## src/rtl/count_ctrl_pkg.sv

```systemverilog
// Shared types and default constants for the count_ctrl run/stop/clear controller.
package count_ctrl_pkg;

  typedef enum logic [1:0] {
    STOP  = 2'd0,
    RUN   = 2'd1,
    CLEAR = 2'd2
  } state_t;

  localparam int unsigned DEF_DIV       = 4;
  localparam int unsigned DEF_DB_CYCLES = 3;

endpackage

```

## src/rtl/btn_debounce.sv

```systemverilog
// Button debouncer: accepts a new level after DB_CYCLES consecutive mismatching
// samples and emits a one-cycle press pulse on each accepted 0->1 change.
module btn_debounce
  import count_ctrl_pkg::*;
#(
  parameter int unsigned DB_CYCLES = DEF_DB_CYCLES
) (
  input  logic clk,
  input  logic clr,
  input  logic din,
  output logic level,
  output logic press
);

  localparam int unsigned CW = $clog2(DB_CYCLES + 1);
  localparam logic [CW-1:0] LAST = CW'(DB_CYCLES - 1);

  logic [CW-1:0] cnt;

  always_ff @(posedge clk or posedge clr) begin
    if (clr) begin
      cnt   <= '0;
      level <= 1'b0;
      press <= 1'b0;
    end else begin
      press <= 1'b0;
      if (din != level) begin
        if (cnt == LAST) begin
          level <= din;
          cnt   <= '0;
          press <= din;
        end else begin
          cnt <= cnt + 1'b1;
        end
      end else begin
        cnt <= '0;
      end
    end
  end

endmodule

```

## src/rtl/count_ctrl.sv

```systemverilog
// Run/stop/clear controller driving a downstream counter via a prescaled enable.
// Define COUNT_CTRL_SYNC_EN to put a 2-flop synchronizer ahead of each debouncer.
module count_ctrl
  import count_ctrl_pkg::*;
#(
  parameter int unsigned DIV       = DEF_DIV,
  parameter int unsigned DB_CYCLES = DEF_DB_CYCLES
) (
  input  logic clk,
  input  logic clr,
  input  logic btn_run,
  input  logic btn_clr,
  output logic cnt_en,
  output logic cnt_clr_n,
  output logic running
);

  localparam int unsigned PW = $clog2(DIV);
  localparam logic [PW-1:0] PLAST = PW'(DIV - 1);

  logic run_in, clr_in;
  logic run_level, run_press, clr_level, clr_press;
  logic run_evt, clr_evt;
  logic [PW-1:0] pre;
  state_t state, nxt;

`ifdef COUNT_CTRL_SYNC_EN
  logic [1:0] run_sync, clr_sync;

  always_ff @(posedge clk or posedge clr) begin
    if (clr) begin
      run_sync <= '0;
      clr_sync <= '0;
    end else begin
      run_sync <= {run_sync[0], btn_run};
      clr_sync <= {clr_sync[0], btn_clr};
    end
  end

  assign run_in = run_sync[1];
  assign clr_in = clr_sync[1];
`else
  assign run_in = btn_run;
  assign clr_in = btn_clr;
`endif

  btn_debounce #(.DB_CYCLES(DB_CYCLES)) u_run_db (
    .clk   (clk),
    .clr   (clr),
    .din   (run_in),
    .level (run_level),
    .press (run_press)
  );

  btn_debounce #(.DB_CYCLES(DB_CYCLES)) u_clr_db (
    .clk   (clk),
    .clr   (clr),
    .din   (clr_in),
    .level (clr_level),
    .press (clr_press)
  );

  // A press always coincides with its level going high; gating keeps both used.
  assign run_evt = run_press & run_level;
  assign clr_evt = clr_press & clr_level;

  always_comb begin
    nxt = state;
    case (state)
      STOP:    if (clr_evt) nxt = CLEAR; else if (run_evt) nxt = RUN;
      RUN:     if (clr_evt) nxt = CLEAR; else if (run_evt) nxt = STOP;
      CLEAR:   nxt = STOP;
      default: nxt = STOP;
    endcase
  end

  // Outputs are registered from the next state so they line up with the state
  // register; a tick is dropped when the same edge enters CLEAR.
  always_ff @(posedge clk or posedge clr) begin
    if (clr) begin
      state     <= STOP;
      pre       <= '0;
      cnt_en    <= 1'b0;
      cnt_clr_n <= 1'b1;
      running   <= 1'b0;
    end else begin
      state     <= nxt;
      running   <= (nxt == RUN);
      cnt_clr_n <= (nxt != CLEAR);
      cnt_en    <= (state == RUN) && (pre == PLAST) && (nxt != CLEAR);
      if (state == RUN && nxt == RUN)
        pre <= (pre == PLAST) ? '0 : pre + 1'b1;
      else
        pre <= '0;
    end
  end

endmodule

```

## config.mk

```make
export PLATFORM = sky130hd
export DESIGN_NAME = count_ctrl
export DESIGN_NICKNAME = d
export VERILOG_FILES = /design/src/rtl/count_ctrl_pkg.sv /design/src/rtl/btn_debounce.sv /design/src/rtl/count_ctrl.sv
export SDC_FILE = /design/constraint.sdc
export NUM_CORES = 1
export LEC_CHECK = 0
export BUFFER_PORTS_ARGS = -buffer_cell sky130_fd_sc_hd__clkbuf_2
export CAP_MARGIN = 30
export CORE_MARGIN = 2
export CORE_UTILIZATION = 45
export CTS_CLUSTER_DIAMETER = 60
export DETAILED_ROUTE_END_ITERATION = 12
export SYNTH_ARGS = -nofsm -noshare
export SYNTH_HDL_FRONTEND = slang
export SYNTH_SLANG_ARGS = --single-unit
export TNS_END_PERCENT = 5
```

## constraint.sdc

```tcl
create_clock -name clk -period 1.2 [get_ports clk]
set_input_delay 0.18 -clock clk [delete_from_list [all_inputs] [get_ports clk]]
set_output_delay 0.18 -clock clk [all_outputs]
set_load 0.005 [all_outputs]
```

==> results.tsv <==
metric	value	unit
syn-num-nets	47	
wl_met2	501	um
synth_edf_count	0	
cts_setup_buffers	0	
port_buffers	6	
max-vdd-ir-drop	0.902	mV
syn_area	589	um^2
grt_pass1_wl	1610	um
rsz0062_at_grt	no	
p_total	1.38	mW
yosysMostFrequentCell	dfrtp_1	
period_needed	1080	ps
postLayoutCoreUtil	0.532	
ant_nets	0	
dieArea	1620	um^2
drv_cap	0	
drive_above_1_share	0.283	
crit_fanout	1	
path_cells	clkbuf_2	
coreArea	1270	um^2
syn_area_per_cell	14.0	um^2
relSlewSlack	0.631	
cts.htree.levels	1	
netlist.area_leader.share	0.594	
ys.flop_type	dfrtp_1	
finalCritPeriodShare	0.900	
numClockSinks	15	
max_stage_delay	530	ps
die_w	40.2	um
crit_path_end_kind	primary output	
power_leakage	0.338	nW
post_drt_via_cell_ratio	5.00	
numCtsBuffers	3	
netlist_top_cells_count	dfrtp_1, and3b_1	
synth_largest_area_cell	dfrtp_1	
grt_overflow	0	
num_vias	340	
dp_cells	63	
post_drt_wl_per_cell	13.8	um
die_h	40.2	um
initial_core_util	0.464	
n_fill_cell	123	
max_freq	0.925	GHz
clock_latency	270	ps
routed.top_layer	met4	
finalClockSkew	1.59	ps
final.setup.tns	0	ps
outcome	completed	
wl_met1	389	um
nets	59	
powerDensity	2040	nW/um^2
num_antenna_cells	0	
pre_cts_slack	178	ps
drv_slew	0	
grt.total_usage	0.163	
ctsResizeCount	0	
clock_path_buffers	2	
hold_viol	0	
arrival	900	ps
dpl_cell_area	638	um^2
syn_inst	42	
final_area	674	um^2
cp.required	1020	ps
drt_iter0_markers	1	
cp-start-kind	flop	
setup_ws	119	ps
setup_viol	0	
root_buffer	clkbuf_4	
cp_slowest_cell	dfstp_2	
synth.distinct_cells	20	
antenna_found_initial	0	
clk_pin_slew	80	ps
critPathBufInv	1	
crit_family	flip-flops	
worstHoldPathType	in2reg	
grt_max_degree	16	
cts_tree	done	
ys.warnings.count	0	
timing.hold.ws	171	ps
wl	937	um
drc	0	
synth_seq_cells	15	
grt_pass1_vias	373	
met3_length	37	um
ys_seq_area_frac	0.639	
synth_area_leaders	dfrtp_1, dfstp_2, and3b_1	
io_pins	7	
max_slew.worst_pin.slew	553	ps
async_flop_share	1.00	
drtPass1Iterations	4	
row_count	13	
gp_congestion	0.657	
fin_cells	68	
areaGrowthSynthToFinish	14.4	%
path_class	reg2out	
-- cell type report --
cell class	count	area [um^2]	share of cell area
Clock buffer	4	26.3	0.0390
Inverter	1	3.75	0.00557
Multi-Input combinational cell	26	209	0.310
Sequential cell	15	377	0.558
Tap cell	15	18.8	0.0278
Timing Repair Buffer	7	40.0	0.0594
-- what timing repair did --
action                                  in CTS  in global routing
hold endpoints to repair                    14                  0
hold buffers                                 1                  0
endpoints found under the setup margin       0                  0
-- where the power goes --
| group | internal [mW] | switching, mW | total (mW) |
|---|---|---|---|
| Combinational | 0.188 | 0.123 | 0.311 |
| Sequential | 0.648 | 0.136 | 0.784 |
| Clock | 0.129 | 0.152 | 0.280 |
-- worst register-to-register path, cell delays in order (launching register included) --
cell and delay [ps]:
dfrtp_1 400, nor2b_1 190, mux2_1 340
-- state kept, by name (all words and copies together), names as in the netlist --
signal          cells
state               2
pre                 2
u_clr_db.level      1
u_run_db.level      1
running             1
u_clr_db.press      1
cnt_en              1
u_clr_db.cnt        2
cnt_clr_n           1
u_run_db.cnt        2
u_run_db.press      1
-- layout by cell type, fill, tap and decap left out, types with 2 or more instances in the layout --
cell,netlist,final
o21a_1,2,2
and3b_1,3,3
clkbuf_4,0,3
nor3_1,2,2
dfrtp_1,14,14
nor3b_2,2,2
nand2_1,2,2
xnor2_1,2,2
and4_1,2,2
clkbuf_2,0,6
nor2_1,2,2
-- final timing paths --
kind | startpoint | end | slack, ps | cells after the start
hold reg to reg | state[1] | state[1] | 460 | 1
setup / recovery | cnt_clr_n | cnt_clr_n | 120 | 1
min in group asynchronous | clr | u_clr_db.level | 480 | 3
setup reg to reg | u_clr_db.cnt[1] | u_clr_db.level | 160 | 2
max in group asynchronous | clr | cnt_clr_n | 350 | 3
hold / removal | btn_clr | u_clr_db.level | 170 | 2
-- metal layers --
metal  vias up  global-route usage
met2         5               0.282
met5         -                   0
met4         0               0.100
met1       166               0.181
met3         2              0.0333
li1        167                   -
-- kinds of logic after synthesis --
logic type               synth area share
multiplexers                       0.0446
adder cells (fa/ha/maj)            0.0212
AND/OR/NAND/NOR                     0.206
XOR/XNOR                           0.0297
flip-flops                          0.639
AO/OA/AOI/OAI                      0.0531
buffers and inverters             0.00636
(Power assumes the default switching activity.)
